$ cat src/rtl/shift_reg_univ.sv
// Universal WIDTH-bit shift register with a multi-cycle shift sequencer.
// Load/clear/hold complete in one cycle; shifts run one position per cycle under start/busy/done.
module shift_reg_univ #(
    parameter int WIDTH = 16,
    parameter int CNT_W = 5
) (
    input  logic             clk,
    input  logic             rst_n,
    input  logic             start,
    input  logic [2:0]       op,
    input  logic [CNT_W-1:0] cnt,
    input  logic [WIDTH-1:0] din,
    input  logic             sin_l,
    input  logic             sin_r,
    input  logic             abort,
    output logic [WIDTH-1:0] q,
    output logic             sout_l,
    output logic             sout_r,
    output logic             busy,
    output logic             done
);

    typedef enum logic [2:0] {
        OP_HOLD = 3'b000,
        OP_LOAD = 3'b001,
        OP_SHL  = 3'b010,
        OP_SHR  = 3'b011,
        OP_ROL  = 3'b100,
        OP_ROR  = 3'b101,
        OP_ASR  = 3'b110,
        OP_CLR  = 3'b111
    } op_e;

    typedef enum logic {
        S_IDLE = 1'b0,
        S_RUN  = 1'b1
    } state_e;

    state_e           state_reg;
    op_e              op_reg;
    logic [CNT_W-1:0] rem_reg;
    logic [WIDTH-1:0] q_reg;
    logic             done_reg;

    op_e              op_in;
    op_e              shift_op;
    logic             left_dir;
    logic             lsb_fill;
    logic             msb_fill;
    logic [WIDTH-1:0] q_shift;

    assign op_in = op_e'(op);

    // The first shift of a command happens on the accepting edge, so it uses the live op.
    assign shift_op = (state_reg == S_RUN) ? op_reg : op_in;
    assign left_dir = (shift_op == OP_SHL) || (shift_op == OP_ROL);

    always_comb begin
        lsb_fill = sin_r;
        msb_fill = sin_l;
        if (shift_op == OP_ROL) begin
            lsb_fill = q_reg[WIDTH-1];
        end
        if (shift_op == OP_ROR) begin
            msb_fill = q_reg[0];
        end else if (shift_op == OP_ASR) begin
            msb_fill = q_reg[WIDTH-1];
        end
    end

    generate
        for (genvar gi = 0; gi < WIDTH; gi++) begin : g_bit
            if (gi == 0) begin : g_lsb
                assign q_shift[gi] = left_dir ? lsb_fill : q_reg[gi+1];
            end else if (gi == WIDTH - 1) begin : g_msb
                assign q_shift[gi] = left_dir ? q_reg[gi-1] : msb_fill;
            end else begin : g_mid
                assign q_shift[gi] = left_dir ? q_reg[gi-1] : q_reg[gi+1];
            end
        end
    endgenerate

    always_ff @(posedge clk or negedge rst_n) begin
        if (!rst_n) begin
            state_reg <= S_IDLE;
            op_reg    <= OP_HOLD;
            rem_reg   <= '0;
            q_reg     <= '0;
            done_reg  <= 1'b0;
        end else begin
            done_reg <= 1'b0;
            case (state_reg)
                S_IDLE: begin
                    if (start) begin
                        case (op_in)
                            OP_HOLD: done_reg <= 1'b1;
                            OP_LOAD: begin
                                q_reg    <= din;
                                done_reg <= 1'b1;
                            end
                            OP_CLR: begin
                                q_reg    <= '0;
                                done_reg <= 1'b1;
                            end
                            default: begin
                                if (cnt == '0) begin
                                    done_reg <= 1'b1;
                                end else begin
                                    q_reg <= q_shift;
                                    if (cnt == CNT_W'(1)) begin
                                        done_reg <= 1'b1;
                                    end else begin
                                        op_reg    <= op_in;
                                        rem_reg   <= cnt - CNT_W'(1);
                                        state_reg <= S_RUN;
                                    end
                                end
                            end
                        endcase
                    end
                end
                S_RUN: begin
                    if (abort) begin
                        rem_reg   <= '0;
                        state_reg <= S_IDLE;
                    end else begin
                        q_reg   <= q_shift;
                        rem_reg <= rem_reg - CNT_W'(1);
                        if (rem_reg == CNT_W'(1)) begin
                            done_reg  <= 1'b1;
                            state_reg <= S_IDLE;
                        end
                    end
                end
                default: state_reg <= S_IDLE;
            endcase
        end
    end

    assign q      = q_reg;
    assign sout_l = q_reg[WIDTH-1];
    assign sout_r = q_reg[0];
    assign busy   = (state_reg == S_RUN);
    assign done   = done_reg;

endmodule

$ cat config.mk
export PLATFORM = sky130hd
export DESIGN_NAME = shift_reg_univ
export DESIGN_NICKNAME = d
export VERILOG_FILES = /design/src/rtl/shift_reg_univ.sv
export SDC_FILE = /design/constraint.sdc
export NUM_CORES = 1
export LEC_CHECK = 0
export CAP_MARGIN = 20
export CORE_ASPECT_RATIO = 1.25
export CORE_MARGIN = 3
export CORE_UTILIZATION = 45
export CTS_CLUSTER_DIAMETER = 80
export CTS_CLUSTER_SIZE = 25
export DETAILED_ROUTE_END_ITERATION = 7
export PLACE_DENSITY = 0.77
export SYNTH_ARGS = -nofsm -noshare
export SYNTH_HDL_FRONTEND = slang
export SYNTH_SLANG_ARGS = --single-unit
$ cat constraint.sdc
create_clock -name clk -period 1.4 [get_ports clk]
set_input_delay 0.28 -clock clk [delete_from_list [all_inputs] [get_ports clk]]
set_output_delay 0.28 -clock clk [all_outputs]
set_load 0.05 [all_outputs]
# After elaboration in Yosys (flattened, before gate mapping)
# Cells that the tools add are included.
[totals] input_bits=30 out_inout_bits=20 reg_bits=26
[classes] n_bitwise=4 n_mux=45 reduce_logical=7 addsub=2 eq_ne=15
[ops] cell="$mux 16" n=3
[ops] cell="$pmux 16 s3" n=1
[ops] cell="$pmux 16 s2" n=1
[ops] cell="$mux 1" n=31
[ops] cell="$mux 5" n=5
[ops] cell="$eq 3x3->1 const B" n=4
[ops] cell="$ne 2x2->1 const B" n=6
[ops] cell="$eq 5x1->1 const B" n=2
[ops] cell="$pmux 5 s2" n=1
[ops] cell="$sub 5x1->5 const B" n=2
[ops] cell="$reduce_and 4->1" n=2
[ops] cell="$logic_not 5->1" n=1
[ops] cell="$reduce_and 5->1" n=1
[ops] cell="$ne 4x2->1 const B" n=1
[ops] cell="$not 1->1" n=4
[ops] cell="$pmux 1 s2" n=2
[ops] cell="$eq 3x1->1 const B" n=1
[ops] cell="$eq 3x2->1 const B" n=1
[ops] cell="$logic_not 3->1" n=1
[ops] cell="$mux 3" n=1
[ops] cell="$reduce_or 3->1" n=1
[ops] cell="$logic_or 1x1->1" n=1

# Longest topological paths before layout
[depth] depth_word=9 mapped_depth=7 mapped_depth_nobuf=7

# Worst setup path before layout
# No wires, ideal clock.
[synth_timing] kind="reg-to-reg" from="register state_reg (netlist: busy)" to="register q_reg[15] (netlist: q[15])" t_arrival_ps=1803 synth_period_minus_slack_ps=1938 t_required_ps=1265 stages_incl_launch_ff=7 path_slack_ps=-538 path_cell_list="dfrtp_1 buf_2 mux2_2 o211ai_1 o311ai_0 o32ai_1 a31oi_1"
[synth_via] elab_chain_len=9 elab_cells_between_ends=20
[synth_lines] item="start, declared" line="39" text="state_e state_reg;"
[synth_lines] item="start signal, assigned" line="85" text="state_reg <= S_IDLE;"
[synth_lines] item="start signal, assigned" line="115" text="state_reg <= S_RUN;"
[synth_lines] item="start signal, assigned" line="125" text="state_reg <= S_IDLE;"
[synth_lines] item="$mux 3" line="55" text="assign shift_op = (state_reg == S_RUN) ? op_reg : op_in;"
[synth_lines] item="$eq 3x3->1" line="66" text="end else if (shift_op == OP_ASR) begin"
[synth_lines] item="$mux 1" line="66"
[synth_lines] item="$mux 1" line="64" text="if (shift_op == OP_ROR) begin"
[synth_lines] item="$mux 1" line="76" text="assign q_shift[gi] = left_dir ? q_reg[gi-1] : msb_fill;"
[synth_lines] item="$mux 16" line="106" text="if (cnt == '0) begin"
[synth_lines] item="$pmux 16 s3" line="95" text="case (op_in)"
[synth_lines] item="$mux 16" line="94" text="if (start) begin"
[synth_lines] item="$pmux 16 s2" line="92" text="case (state_reg)"
[synth_lines] item="end signal, assigned" line="98" text="q_reg <= din;"
[synth_lines] item="end signal, assigned" line="109" text="q_reg <= q_shift;"
[synth_lines] item="end signal, assigned" line="127" text="q_reg <= q_shift;"
[synth_lines] item="end, declared" line="42" text="logic [WIDTH-1:0] q_reg;"
# Several ways; a longest one is shown, not always the timed one. The select of a mux whose other input is x is not followed.
# A chain may end at the register's enable or synchronous reset.

# Final worst setup path
[layout_timing] from="register state_reg (netlist: busy)" to="register q_reg[5] (netlist: q[5])"
[layout_via] elab_chain_len=8 elab_cells_between_ends=16
[layout_lines] item="$mux 3" line="55"
[layout_lines] item="$eq 3x2->1 or $eq 3x3->1 (tied branches)" line="56" text="assign left_dir = (shift_op == OP_SHL) || (shift_op == OP_ROL);"
[layout_lines] item="$logic_or 1x1->1" line="56"
[layout_lines] item="$mux 1" line="78" text="assign q_shift[gi] = left_dir ? q_reg[gi-1] : q_reg[gi+1];"
[layout_lines] item="$mux 16" line="106"
[layout_lines] item="$pmux 16 s3" line="95"
[layout_lines] item="$mux 16" line="94"
[layout_lines] item="$pmux 16 s2" line="92"
# Several ways; a longest one is shown, not always the timed one. The select of a mux whose other input is x is not followed.

==> results.toml <==
[timing]
tns_ns = -3.145
report.final.setup_viol = 22
maxClockFrequency_ghz = 0.6157
slew_violations = 0
fin_worst_skew_ns = 0.004897
holdWs_ns = 0.3708
fin_crit_sh = 1.160
fin_crit_ns = 1.624
slew-limit-headroom = 0.6416
setup_slack_ns = -0.2242
final_hold_viol_count = 0
tightest_slew_ns = 0.5359
rsz0062_at_grt = "yes"

[global_routing]
grt_pass1_vias = 2053
grt_max_degree = 27
antenna_found_initial = 0
grt_usage = 0.2211
grt_overflow = 0
grt_pass1_wl_um = 9321

[layout]
largest_reg_flops = 16
drive_gt1_frac = 0.3487
design_area_um2 = 3364
finalCoreUtilization = 0.7956
nets = 339
antenna_cells = 0
area_delta_synth_final_pct = 65.17

[cts]
cts_buffer_depth = 2
hold_buffers = 0
cts_max_level = 1
cts_tree = "built"
clk_pin_slew_ns = 0.09
cts_root_buf = "clkbuf_8"
cts.sinks = 26
clock_insertion_delay_worst_skew_ns = 0.28
cts_inserted_buffers = 3

[route]
met2_length_um = 3245
wl_um = 6045
routed.top_layer = "met4"
drt-initial-drc-count = 135
met3WireLength_um = 297
postRouteAntennaNets = 0
wl_per_cell_um = 16.79
first_pass_iters = 4
vias = 2140
met1_length_um = 2374
via_per_inst = 5.944
drc_errors = 0

[floorplanning]
initial_core_util = 0.4817
die_x_um = 66.18
fp.dieArea_um2 = 5375
rows = 26
fp.dieH_um = 81.22
ioPinCount = 50
coreArea_um2 = 4229

[power]
vdd_ir_drop_max_mv = 0.7857
p_leak_nw = 1.465
powerDensity_nw_per_um2 = 1919

[min_path]
min_path_type = "input port to async pin"

[placement]
globalplace.congestion = 0.8064
dp_hpwl_um = 4012
port_buffers = 49
dp_slack_ns = -0.8844
placed_cell_area_um2 = 3068

[synthesis]
ys_top_cells_by_area = "dfrtp_1, mux2i_1, nand2_1, a221oi_1, o22a_1"
ys_warn_count = 0
ys_seq_area_frac = 0.3194
postSynthAreaPerCell_um2 = 9.217
synthMuxAreaShare = 0.1173
synth_top_area_cell = "dfrtp_1"
synth_compound_gate_area_share = 0.2592
synth-main-ff-cell = "dfrtp_1"
yosysTopAreaCellShare = 0.3194
synth_fa_ha_area_frac = 0.02457
synth.cell_area_um2 = 2037
syn-num-nets = 255
syn_inst = 221
synth_edf_count = 0
ys_ff_latch = 26
yosys.area_share.xor_xnor = 0.04853
synth-simple-area-share = 0.1658
async_reset_ff_frac = 1.000
synth_top_family_by_area = "compound AO/OA/AOI/OAI gates"
synth_cell_types = 48

[setup_path]
path_buf_inv = 1
slowest_delay_ns = 0.49
worstPathMaxFanout = 12
cp.arrival_ns = 1.80
crit_chain = "nand2b_4, o311ai_4, buf_12, nand2_1, o22a_1"
cp_slowest_cell = "dfrtp_2"
path_class = "flop to flop"
critical_path.top_delay_family = "compound AO/OA/AOI/OAI gates"
cp.required_ns = 1.57
cp-end-kind = "flop"
startpoint_type = "flop"

[run_status]
violations = "setup timing"
outcome = "finished with violations"

[flow_run]
maxCapViolCount = 0
-- cell usage after synthesis (2+ instances only) --
master and instances:
a21oi_1 14, a221oi_1 12, a22o_1 3, a31oi_1 6, buf_2 7, buf_4 3, buf_6 4, dfrtp_1 26
ha_1 4, inv_1 5, mux2_1 3, mux2_2 4, mux2i_1 16, nand2_1 37, nand2b_1 3, nor2_1 8
nor2b_1 4, nor3_1 5, nor3_2 2, nor3b_1 3, o211a_1 2, o21ai_0 5, o22a_1 12, o22ai_1 5
o311ai_0 2, xnor2_1 4
-- area by class of cell --
| type | instances | area (um^2) |
|---|---|---|
| multi-input cells | 173 | 1381 |
| flip-flops and latches | 26 | 651.9 |
| repair buffers | 95 | 1174 |
| fillers | 265 | 864.6 |
| well taps | 56 | 70.07 |
| inverters | 6 | 42.54 |
| clock buffers | 4 | 45.04 |
-- where the power goes --
part	switching, mW	internal, mW	leakage, nW
sequential	0.630	1.07	0.296
clock	0.246	0.205	0.0228
combinational	2.07	2.23	1.15
-- placed cells by master (no fill, tap or decap), drive strengths merged, types with 2 or more instances in the layout --
| cell | instances |
|---|---|
| clkbuf | 8 |
| a22o | 3 |
| dfrtp | 26 |
| nand2b | 4 |
| nor3 | 7 |
| mux2i | 16 |
| inv | 6 |
| o22ai | 5 |
| nor2b | 4 |
| ha | 4 |
| a21oi | 14 |
| nor2 | 9 |
| o311ai | 3 |
| o21ai | 5 |
| clkdlybuf4s50 | 21 |
| dlymetal6s2s | 3 |
| a221oi | 12 |
| o22a | 12 |
| mux2 | 7 |
| nor3b | 3 |
| xnor2 | 5 |
| buf | 65 |
| nand2 | 37 |
| xor2 | 2 |
| a31oi | 6 |
| o211a | 2 |
-- worst paths after layout --
path	startpoint	end	slack (ns)	cells after the start
max in group asynchronous	rst_n	busy	0.86	2
max	busy	q[5]	-0.22	5
min reg2reg	rem_reg[4]	rem_reg[4]	0.54	1
min in group clk	cnt[1]	rem_reg[3]	0.42	4
max reg2reg	busy	q[5]	-0.22	5
min	rst_n	q[5]	0.37	2
-- layer usage --
layer	GRT usage	up-vias
met1	0.2535	1044
li1	-	997
met3	0.03181	15
met4	0.07317	0
met2	0.4131	84
met5	0	-
-- through the flow --
stage	cells	total power, mW
final	360	6.456
after global routing	360	6.795
after floorplan	221	3.941
after global placement	346	5.678
after detailed placement	346	5.780
after CTS	355	6.284
-- logic make-up (layout without fill, tap and decap cells) --
family / count (synthesis) / in the layout
XOR/XNOR: 7 / 7
AO/OA/AOI/OAI: 70 / 70
multiplexers: 23 / 23
AND/OR/NAND/NOR: 69 / 69
adder cells (fa/ha/maj): 4 / 4
flip-flops: 26 / 26
buffers and inverters: 22 / 105
-- timing repair --
action | CTS | global route
pin swaps | 10 | 6
resized for setup | 21 | 28
endpoints found under the setup margin | 26 | 27
cloned | 1 | 2
buffers inserted | 4 | 4
Power figures use the tool's default switching activity.
